`src/rtl/font_pkg.sv`:
```
// Shared definitions for the font name-table writer.
//   - Name-table geometry: 64 columns x 32 rows, {row,col} addressing.
//   - Control opcodes carried in cmd_code[3:0] when cmd_code[4] is set.
//   - Writer state encoding, held as plain localparams for legacy tools.
//   - Sweep lengths for full-screen and single-row clears.
package font_pkg;

  localparam int unsigned NAME_ADDR_W = 11;
  localparam int unsigned GLYPH_W     = 4;
  localparam int unsigned COL_W       = 6;
  localparam int unsigned ROW_W       = 5;
  localparam int unsigned CMD_W       = 5;
  localparam int unsigned SWEEP_LEN_W = 12;  // must hold 2048

  localparam int unsigned CMD_CTRL_BIT = 4;

  localparam logic [GLYPH_W-1:0] OP_NEWLINE = 4'd0;
  localparam logic [GLYPH_W-1:0] OP_HOME    = 4'd1;
  localparam logic [GLYPH_W-1:0] OP_CLS     = 4'd2;
  localparam logic [GLYPH_W-1:0] OP_BKSP    = 4'd3;
  localparam logic [GLYPH_W-1:0] OP_TOGGLE  = 4'd4;

  localparam logic [1:0] ST_IDLE   = 2'd0;
  localparam logic [1:0] ST_CLEAR  = 2'd1;
  localparam logic [1:0] ST_ROWCLR = 2'd2;

  localparam logic [SWEEP_LEN_W-1:0] FULL_LEN = 12'd2048;
  localparam logic [SWEEP_LEN_W-1:0] ROW_LEN  = 12'd64;

  function automatic logic [NAME_ADDR_W-1:0] cell_addr(input logic [ROW_W-1:0] row,
                                                       input logic [COL_W-1:0] col);
    return {row, col};
  endfunction

  function automatic logic [NAME_ADDR_W-1:0] row_base(input logic [ROW_W-1:0] row);
    return {row, {COL_W{1'b0}}};
  endfunction

endpackage

```
`src/rtl/font_clear_sweeper.sv`:
```
// Address sweeper used for full-screen and single-row clears.
// Ports:
//   clk, rst_n  clock and asynchronous active-low reset
//   start       load base/len and begin sweeping from offset 0
//   base        first address of the sweep
//   len         number of addresses to visit (2048 or 64)
//   addr        current sweep address (base + offset)
//   active      sweep in progress; addr is valid
//   done        one-cycle pulse coinciding with the last address
// Reset leaves the sweeper already running a full 2048-cell sweep from address 0,
// so the name table is scrubbed after every reset without an explicit start.
module font_clear_sweeper
  import font_pkg::*;
(
  input  logic                   clk,
  input  logic                   rst_n,
  input  logic                   start,
  input  logic [NAME_ADDR_W-1:0] base,
  input  logic [SWEEP_LEN_W-1:0] len,
  output logic [NAME_ADDR_W-1:0] addr,
  output logic                   active,
  output logic                   done
);

  logic [NAME_ADDR_W-1:0] cnt_q;
  logic [NAME_ADDR_W-1:0] base_q;
  logic [SWEEP_LEN_W-1:0] len_q;
  logic                   active_q;
  logic                   last;

  assign last   = active_q && ({1'b0, cnt_q} == (len_q - SWEEP_LEN_W'(1)));
  assign addr   = base_q + cnt_q;
  assign active = active_q;
  assign done   = last;

  always_ff @(posedge clk or negedge rst_n) begin
    if (!rst_n) begin
      cnt_q    <= '0;
      base_q   <= '0;
      len_q    <= FULL_LEN;
      active_q <= 1'b1;
    end else if (start) begin
      cnt_q    <= '0;
      base_q   <= base;
      len_q    <= len;
      active_q <= 1'b1;
    end else if (active_q) begin
      if (last) begin
        cnt_q    <= '0;
        active_q <= 1'b0;
      end else begin
        cnt_q <= cnt_q + NAME_ADDR_W'(1);
      end
    end
  end

endmodule

```
`src/rtl/font_text_writer.sv`:
```
// Write-side master for the 64x32 font name-table RAM read by the text overlay.
// Accepts a glyph/command stream over valid/ready, keeps a cursor and writes one
// cell per cycle at waddr = {row, col}.
// Ports:
//   clk, rst_n     clock and asynchronous active-low reset
//   cmd_valid      command present
//   cmd_ready      command accepted on an edge where cmd_valid && cmd_ready
//   cmd_code       [4]=ctrl; [3:0]=glyph (ctrl=0) or opcode (ctrl=1)
//   waddr, wdata   name-table write address and glyph
//   wenable        write strobe
//   change_active  one-cycle pulse toggling overlay visibility
//   cursor_col/row current cursor position
//   busy           clear sweep in progress (~cmd_ready)
// Build option: FONT_WRITER_ROWCLR_EN clears the full new row (64 cells) whenever
// the cursor moves to a new row through wrap or NEWLINE.
module font_text_writer
  import font_pkg::*;
#(
  parameter int unsigned         COLS        = 40,
  parameter int unsigned         ROWS        = 30,
  parameter logic [GLYPH_W-1:0]  CLEAR_GLYPH = 4'h0
) (
  input  logic                   clk,
  input  logic                   rst_n,
  input  logic                   cmd_valid,
  output logic                   cmd_ready,
  input  logic [CMD_W-1:0]       cmd_code,
  output logic [NAME_ADDR_W-1:0] waddr,
  output logic [GLYPH_W-1:0]     wdata,
  output logic                   wenable,
  output logic                   change_active,
  output logic [COL_W-1:0]       cursor_col,
  output logic [ROW_W-1:0]       cursor_row,
  output logic                   busy
);

  localparam logic [COL_W-1:0] LAST_COL = COL_W'(COLS - 1);
  localparam logic [ROW_W-1:0] LAST_ROW = ROW_W'(ROWS - 1);

  logic [1:0]             state_q, state_d;
  logic [NAME_ADDR_W-1:0] waddr_q, waddr_d;
  logic [GLYPH_W-1:0]     wdata_q, wdata_d;
  logic                   wenable_q, wenable_d;
  logic                   change_q, change_d;
  logic [COL_W-1:0]       col_q, col_d;
  logic [ROW_W-1:0]       row_q, row_d;

  logic                   sweep_start;
  logic [NAME_ADDR_W-1:0] sweep_base;
  logic [SWEEP_LEN_W-1:0] sweep_len;
  logic [NAME_ADDR_W-1:0] sweep_addr;
  logic                   sweep_active;
  logic                   sweep_done;

  logic                   accept;
  logic [GLYPH_W-1:0]     cmd_low;
  logic [ROW_W-1:0]       nl_row;
  logic [COL_W-1:0]       adv_col;
  logic [ROW_W-1:0]       adv_row;

  assign cmd_ready = (state_q == ST_IDLE);
  assign busy      = ~cmd_ready;
  assign accept    = cmd_valid && cmd_ready;
  assign cmd_low   = cmd_code[GLYPH_W-1:0];

  // Row below the cursor, wrapping from the last visible row to the top.
  assign nl_row = (row_q == LAST_ROW) ? '0 : row_q + ROW_W'(1);

  // Cursor position after a glyph write.
  always_comb begin
    if (col_q == LAST_COL) begin
      adv_col = '0;
      adv_row = nl_row;
    end else begin
      adv_col = col_q + COL_W'(1);
      adv_row = row_q;
    end
  end

  font_clear_sweeper u_sweeper (
    .clk    (clk),
    .rst_n  (rst_n),
    .start  (sweep_start),
    .base   (sweep_base),
    .len    (sweep_len),
    .addr   (sweep_addr),
    .active (sweep_active),
    .done   (sweep_done)
  );

  always_comb begin
    state_d     = state_q;
    waddr_d     = waddr_q;
    wdata_d     = wdata_q;
    wenable_d   = 1'b0;
    change_d    = 1'b0;
    col_d       = col_q;
    row_d       = row_q;
    sweep_start = 1'b0;
    sweep_base  = '0;
    sweep_len   = FULL_LEN;

    case (state_q)
      ST_IDLE: begin
        if (accept) begin
          if (!cmd_code[CMD_CTRL_BIT]) begin
            wenable_d = 1'b1;
            waddr_d   = cell_addr(row_q, col_q);
            wdata_d   = cmd_low;
            col_d     = adv_col;
            row_d     = adv_row;
`ifdef FONT_WRITER_ROWCLR_EN
            if (col_q == LAST_COL) begin
              state_d     = ST_ROWCLR;
              sweep_start = 1'b1;
              sweep_base  = row_base(adv_row);
              sweep_len   = ROW_LEN;
            end
`endif
          end else begin
            case (cmd_low)
              OP_NEWLINE: begin
                col_d = '0;
                row_d = nl_row;
`ifdef FONT_WRITER_ROWCLR_EN
                state_d     = ST_ROWCLR;
                sweep_start = 1'b1;
                sweep_base  = row_base(nl_row);
                sweep_len   = ROW_LEN;
`endif
              end
              OP_HOME: begin
                col_d = '0;
                row_d = '0;
              end
              OP_CLS: begin
                state_d     = ST_CLEAR;
                sweep_start = 1'b1;
                sweep_base  = '0;
                sweep_len   = FULL_LEN;
              end
              OP_BKSP: begin
                // Backspace never reverses onto the previous row.
                if (col_q != '0) begin
                  col_d     = col_q - COL_W'(1);
                  wenable_d = 1'b1;
                  waddr_d   = cell_addr(row_q, col_q - COL_W'(1));
                  wdata_d   = CLEAR_GLYPH;
                end
              end
              OP_TOGGLE: change_d = 1'b1;
              default: ;
            endcase
          end
        end
      end

      ST_CLEAR: begin
        if (sweep_active) begin
          wenable_d = 1'b1;
          waddr_d   = sweep_addr;
          wdata_d   = CLEAR_GLYPH;
          if (sweep_done) begin
            state_d = ST_IDLE;
            col_d   = '0;
            row_d   = '0;
          end
        end else begin
          state_d = ST_IDLE;
        end
      end

`ifdef FONT_WRITER_ROWCLR_EN
      ST_ROWCLR: begin
        // Cursor already sits at col 0 of the row being cleared.
        if (sweep_active) begin
          wenable_d = 1'b1;
          waddr_d   = sweep_addr;
          wdata_d   = CLEAR_GLYPH;
          if (sweep_done) begin
            state_d = ST_IDLE;
          end
        end else begin
          state_d = ST_IDLE;
        end
      end
`endif

      default: state_d = ST_IDLE;
    endcase
  end

  always_ff @(posedge clk or negedge rst_n) begin
    if (!rst_n) begin
      state_q   <= ST_CLEAR;
      waddr_q   <= '0;
      wdata_q   <= '0;
      wenable_q <= 1'b0;
      change_q  <= 1'b0;
      col_q     <= '0;
      row_q     <= '0;
    end else begin
      state_q   <= state_d;
      waddr_q   <= waddr_d;
      wdata_q   <= wdata_d;
      wenable_q <= wenable_d;
      change_q  <= change_d;
      col_q     <= col_d;
      row_q     <= row_d;
    end
  end

  assign waddr         = waddr_q;
  assign wdata         = wdata_q;
  assign wenable       = wenable_q;
  assign change_active = change_q;
  assign cursor_col    = col_q;
  assign cursor_row    = row_q;

endmodule

```
`config.mk`:
```
export PLATFORM = sky130hd
export DESIGN_NAME = font_text_writer
export DESIGN_NICKNAME = d
export VERILOG_FILES = /design/src/rtl/font_pkg.sv /design/src/rtl/font_clear_sweeper.sv /design/src/rtl/font_text_writer.sv
export SDC_FILE = /design/constraint.sdc
export NUM_CORES = 1
export LEC_CHECK = 0
export CORE_ASPECT_RATIO = 0.5
export CORE_MARGIN = 1.5
export CORE_UTILIZATION = 53
export DETAILED_ROUTE_END_ITERATION = 6
export PLACE_DENSITY = 0.77
export SYNTH_ARGS = -nofsm -noshare
export SYNTH_HDL_FRONTEND = slang
export SYNTH_HIERARCHICAL = 1
export SYNTH_SLANG_ARGS = --single-unit
```
`constraint.sdc`:
```
create_clock -name clk -period 3.1 [get_ports clk]
set_input_delay 0.62 -clock clk [delete_from_list [all_inputs] [get_ports clk]]
set_output_delay 0.62 -clock clk [all_outputs]
set_load 0.02 [all_outputs]
```
# ---- Yosys cells after proc, flatten, opt, wreduce, memory -nomap -nowiden
# Cells that the tools add are included.
dict set report word_totals {
  latch_bits 0
  mem_count 0
  out_inout_bits 30
  ff_bits 42
  ram_bits 0
  romBits 0
  inputBits 8
  wordCells 100
}
dict set report classes {
  reduce_logical 12
  shift 0
  multipliers 0
  magnitude_cmp 0
  add_sub_neg 4
  bitwise 1
  mux 54
  n_div 0
  n_eq_ne 20
}
# cell count
set ops {}
lappend ops {{$mux W11} 8}
lappend ops {{$mux W6} 6}
lappend ops {{$mux W5} 6}
lappend ops {{$pmux W6 S2} 2}
lappend ops {{$pmux W11 S2} 1}
lappend ops {{$mux W4} 5}
lappend ops {{$pmux W5 S2} 2}
lappend ops {{$mux W1} 16}
lappend ops {{$reduce_and A6 Y1} 2}
lappend ops {{$add A11 B1 Y11 const B} 1}
lappend ops {{$eq A11 B11 Y1 const B} 1}
lappend ops {{$mux W2} 5}
lappend ops {{$eq A4 B2 Y1 const B} 2}
lappend ops {{$ne A2 B1 Y1 const B} 4}
lappend ops {{$pmux W4 S2} 1}
lappend ops {{$add A6 B1 Y6 const B} 1}
lappend ops {{$eq A6 B6 Y1 const B} 1}
lappend ops {{$ne A3 B2 Y1 const B} 2}
lappend ops {{$reduce_bool A6 Y1} 1}
lappend ops {{$sub A6 B1 Y6 const B} 1}
lappend ops {{$add A5 B1 Y5 const B} 1}
lappend ops {{$eq A5 B5 Y1 const B} 1}
lappend ops {{$reduce_and A5 Y1} 1}
lappend ops {{$eq A4 B1 Y1 const B} 1}
lappend ops {{17 further kinds} 19}

# ---- Longest topological paths before layout
# Gate-level depths: netlist (run 1).
dict set report depth {
  ltp_word 6
  depth_mapped 12
  mapped_depth_nobuf 11
}

# ---- By module
# The synthesis (run 1) kept the hierarchy.
# module n_inst cells_per_inst area_each_um2 seq_area_each_um2
set modules_own_cells {}
lappend modules_own_cells {font_clear_sweeper 1 233 2358.5 878.3}
lappend modules_own_cells {font_text_writer 1 194 1821.7 726.9}

# ---- Worst setup path before layout (run 1)
# No wires, ideal clock.
dict set report synth_path {
  path_type {register to register}
  start {register u_sweeper/len_q[0] (netlist name)}
  end {register row_q[4] (netlist: cursor_row[4])}
  path_stages_with_launch 13
  path_slack_ps -185
  period_less_slack_ps 3285
  t_arrival_ps 3198
  setup_ps 87
  path_buffers 1
  t_required_ps 3013
  cell_sequence {dfrtp_1 > clkbuf_1 > inv_1 > ha_1 > or4b_4 > or3_1 > a31oi_1 > o211ai_1 > nor4_1 > a31o_2 > o31ai_2 > or4_1 > o211ai_1}
}
# element line
set synth_lines {}
lappend synth_lines {{end signal, assigned} font_text_writer.sv:209} ;# row_q <= row_d;
lappend synth_lines {{end, declared} font_text_writer.sv:46} ;# logic [ROW_W-1:0] row_q, row_d;

==> flow_summary.yaml, run 1 <==
run_status:
  status: "finished, final reports clean"
critical_path:
  timing.critical_path.slowest_stage_cell: "or4_1"
  cpMostUsedCell: "or4_1"
  regToRegEndpoint: "cursor_row[4]$_DFFE_PN0P_"
  cp.buffers_inverters: 1
  critPathTopFamily: "simple AND/OR/NAND/NOR gates"
  critical_path_class: "flip-flop to flip-flop"
  r2r_start: "u_sweeper/len_q[5]$_DFFE_PN0P_"
  setup.worst_path.start_class: "flip-flop"
  crit_cells: 10
  critPathMaxFanout: 4
  worstPathRequired_ps: 3340
  worstPathCellList: "or3_4 -> or4_1 -> a31oi_1 -> a211oi_2 -> nor4_2 -> buf_4 -> a31o_4 -> o31ai_4 -> or4_1 -> o211ai_1"
  r2r_cells: 10
  critical_path.endpoint: "cursor_row[4]$_DFFE_PN0P_"
  crit_path_end_kind: "flip-flop"
  arrival_ps: 3190
  ff2ff_setup_slack_ps: 150
  crit_path_max_incr_delay_ps: 520
  crit_start: "u_sweeper/len_q[5]$_DFFE_PN0P_"
routing:
  drt_pre_antenna_iters: 5
  vias: 3508
  wl_per_cell_um: 15.54
  drt_iter0_markers: 347
  remaining_drcs: 0
  drt.antenna.violating_nets: 0
  route.detailed.vias_per_inst: 5.622
  postRouteWirelength_um: 9694
power_and_ir_drop:
  worst_ir_drop_vdd_mv: 0.3196
  report.power.total_uw: 4550
  static-leakage-power_uw: 0.002346
  power_density_mw_per_mm2: 846.5
timing:
  timing.clock.skew_ps: 5.343
  fmax_achieved_mhz: 339.3
  final.min_clock_period_ps: 2948
  period_share_pct: 95.08
  worst_rel_slew_slack_pct: 52.27
  setup-violations-final: 0
  postLayoutSetupSlackWorst_ps: 152.4
  timing_worst_slew_pin_value_ps: 706.0
  timing_hold_violations_final: 0
  drv_slew: 0
place:
  pre_cts_ws_ps: -61.67
  buffer_ports.inserted: 37
  hpwl_um: 6847
  routabilityCongestion: 0.8689
floorplan:
  die_height_um: 65.80
  dieArea_mm2: 0.008462
  top_level_port_count: 38
  rows: 22
  core_region_area_mm2: 0.007487
  initial_core_util_pct: 55.83
  die_x_um: 128.6
clock_network:
  clk_latency_ps: 330
  ctsHoldBuffers: 0
  h-tree-depth: 3
  tritoncts.num_buffers: 9
  clock_tree.buffer_depth: 2
  clkSlewWorstSetupHoldPaths_ps: 50
  root_buffer_master: "clkbuf_16"
  numClockSinks: 64
  tritoncts: "done"
cells_and_area:
  mostFrequentLayoutCells: "61 x dfrtp_1, 52 x nand2_1, 36 x clkdlybuf4s50_1"
  sequential_cell_area_mm2: 0.001605
  mostFrequentLayoutCell: "dfrtp_1"
  final_net_count: 537
  synthToLayoutAreaGrowth_pct: 28.58
  combined_area_of_the_multi_input_logic_cells_mm2: 0.002576
  n_antenna_cell: 0
  share_of_cells_above_drive_strength_1_pct: 20.16
  number_of_filler_cells_placed_in_the_layout: 563
  utilization_pct: 71.79
yosys:
  yosys_register_bits: 64
  synthDistinctLibCells: 73
  yosys_most_used_dff: "dfrtp_1"
  synthDominantCellAreaShare_pct: 36.52
  post_synth_instance_area_mm2: 0.004180
  synth.top_cells.by_area: "dfrtp_1 37%, mux2_2 5.9%, ha_1 5.1%"
  async_reset_ff_share_pct: 100.0
  synth.yosys.warnings: 6
  count_of_flip_flops_with_a_built_in_enable_after_synthesis: 0
  dominant_cell_type_by_area_after_synthesis: "dfrtp_1"
  ys_seq_area_share_pct: 38.40
  syn_area_per_cell_um2: 9.790
  syn_inst: 427
global_route:
  vias_in_the_first_global_route: 3451
  globalRoute.totalOverflow: 0
  pin_count_of_the_biggest_net_entering_global_routing: 30
  grt_use_total_pct: 24.84
  global_route_wire_length_before_repair_um: 16000
  grt_antenna_before_repair: 0
min_path:
  worstHoldPathType: "input port to async pin"
job:
  drv_cap: 0
## cell usage after synthesis, types with 3 or more instances
library cell,number
clkbuf_1,8
o21bai_1,4
xnor2_1,20
a21o_1,3
dfstp_2,3
nand3b_1,6
or4_1,4
nand4_1,8
mux2i_1,8
nor2b_1,5
dfrtp_1,61
or2_2,3
nand3_1,7
xor2_1,17
nand2_1,52
a31oi_1,4
o211ai_1,5
nor3_1,8
a21oi_1,8
mux2_2,22
ha_1,17
o31ai_1,7
o22ai_1,3
o21ai_0,30
inv_1,16
nor3b_1,3
nor4_1,5
and3_1,6
nor2_1,26
nand4b_1,4
buf_2,4
## layer usage
| metal | GRT usage, % | routed length [um] | up-vias | part of all wire (%) |
|---|---|---|---|---|
| met2 | 45.09 | 4791 | 99 | 49 |
| met3 | 6.230 | 512 | 13 | 5.3 |
| met1 | 29.67 | 4267 | 1705 | 44 |
| li1 | - | - | 1691 | - |
| met4 | 7.022 | 123 | 0 | 1.3 |
| met5 | 0 | 0 | - | 0 |
## metrics by stage
stage               hold WS [ps]  std cells  setup TNS [ps]  instance area, um2
detailed placement         470.1        602          -61.67                4891
floorplan                  324.4        448               0                4273
global placement           461.7        602               0                4891
finish                     229.3        624               0                5375
CTS                        243.4        623               0                5333
global route               262.6        624          -23.35                5375
## state kept, by name, indices dropped and copies added, names as in the netlist
register and cells:
change_active 1, cursor_col 6, cursor_row 5, state_q 1
u_sweeper/active 1, u_sweeper/base_q 11, u_sweeper/cnt_q 11, u_sweeper/len_q 12
waddr 11, wdata 4, wenable 1
## kinds of logic (layout without fill, tap and decap cells)
| group | Yosys count | after routing | share of synthesized area, % |
|---|---|---|---|
| multiplexers | 32 | 32 | 8.560 |
| buffers and inverters | 33 | 101 | 3.532 |
| other | 2 | 23 | 0.1797 |
| AO/OA/AOI/OAI | 86 | 86 | 15.15 |
| flip-flops | 64 | 64 | 38.40 |
| AND/OR/NAND/NOR | 154 | 154 | 20.32 |
| adder cells (fa/ha/maj) | 18 | 18 | 5.567 |
| XOR/XNOR | 38 | 38 | 8.291 |
## repair_timing
item,4_1_cts,5_1_grt
hold endpoints to repair,0,0
setup endpoints to repair,2,11
setup buffers,5,1
resized for setup,4,6
pin swaps,8,4
## layout make-up
type / instances / area share (%)
Tap cell: 108 / 2.514
Clock inverter: 6 / 2.886
Multi-Input combinational cell: 351 / 47.93
Clock buffer: 10 / 4.260
Inverter: 17 / 1.187
Timing Repair Buffer: 68 / 11.36
Sequential cell: 64 / 29.86
## how the worst min path moves through the flow
stage	from	to	depth (start not counted)
3_3_place_gp	wdata[2]$_DFFE_PN0P_	wdata[2]$_DFFE_PN0P_	2
2_1_floorplan	rst_n	change_active$_DFF_PN0_	0
6_report	rst_n	u_sweeper/len_q[0]$_DFFE_PN0P_	1
4_1_cts	rst_n	u_sweeper/len_q[3]$_DFFE_PN0P_	1
3_5_place_dp	waddr[6]$_DFFE_PN0P_	waddr[6]$_DFFE_PN0P_	2
5_1_grt	rst_n	u_sweeper/len_q[0]$_DFFE_PN0P_	1
## where the power goes
group	internal [uW]	leakage [uW]	switching, uW
sequential	1080	0.000816	305
clock	946	0.000187	362
combinational	896	0.00134	961
## worst reg2reg max path: stages, from the launching register on
cell,delay [ps]
dfrtp_1,380
or3_4,420
or4_1,520
a31oi_1,200
a211oi_2,80
nor4_2,280
buf_4,170
a31o_4,180
o31ai_4,90
or4_1,420
o211ai_1,120
No activity file was read; power rests on OpenSTA's default activity.
==> run 2: changes to the inputs <==
--- a/config.mk
+++ b/config.mk
@@ -8,8 +8,10 @@
 export CORE_ASPECT_RATIO = 0.5
 export CORE_MARGIN = 1.5
 export CORE_UTILIZATION = 53
+export CTS_CLUSTER_DIAMETER = 40
 export DETAILED_ROUTE_END_ITERATION = 6
 export PLACE_DENSITY = 0.77
+export SLEW_MARGIN = 25
 export SYNTH_ARGS = -nofsm -noshare
 export SYNTH_HDL_FRONTEND = slang
 export SYNTH_HIERARCHICAL = 1
==> results of run 2 <==
No change in the layout: final DEF, timing and power equal those of run 1.
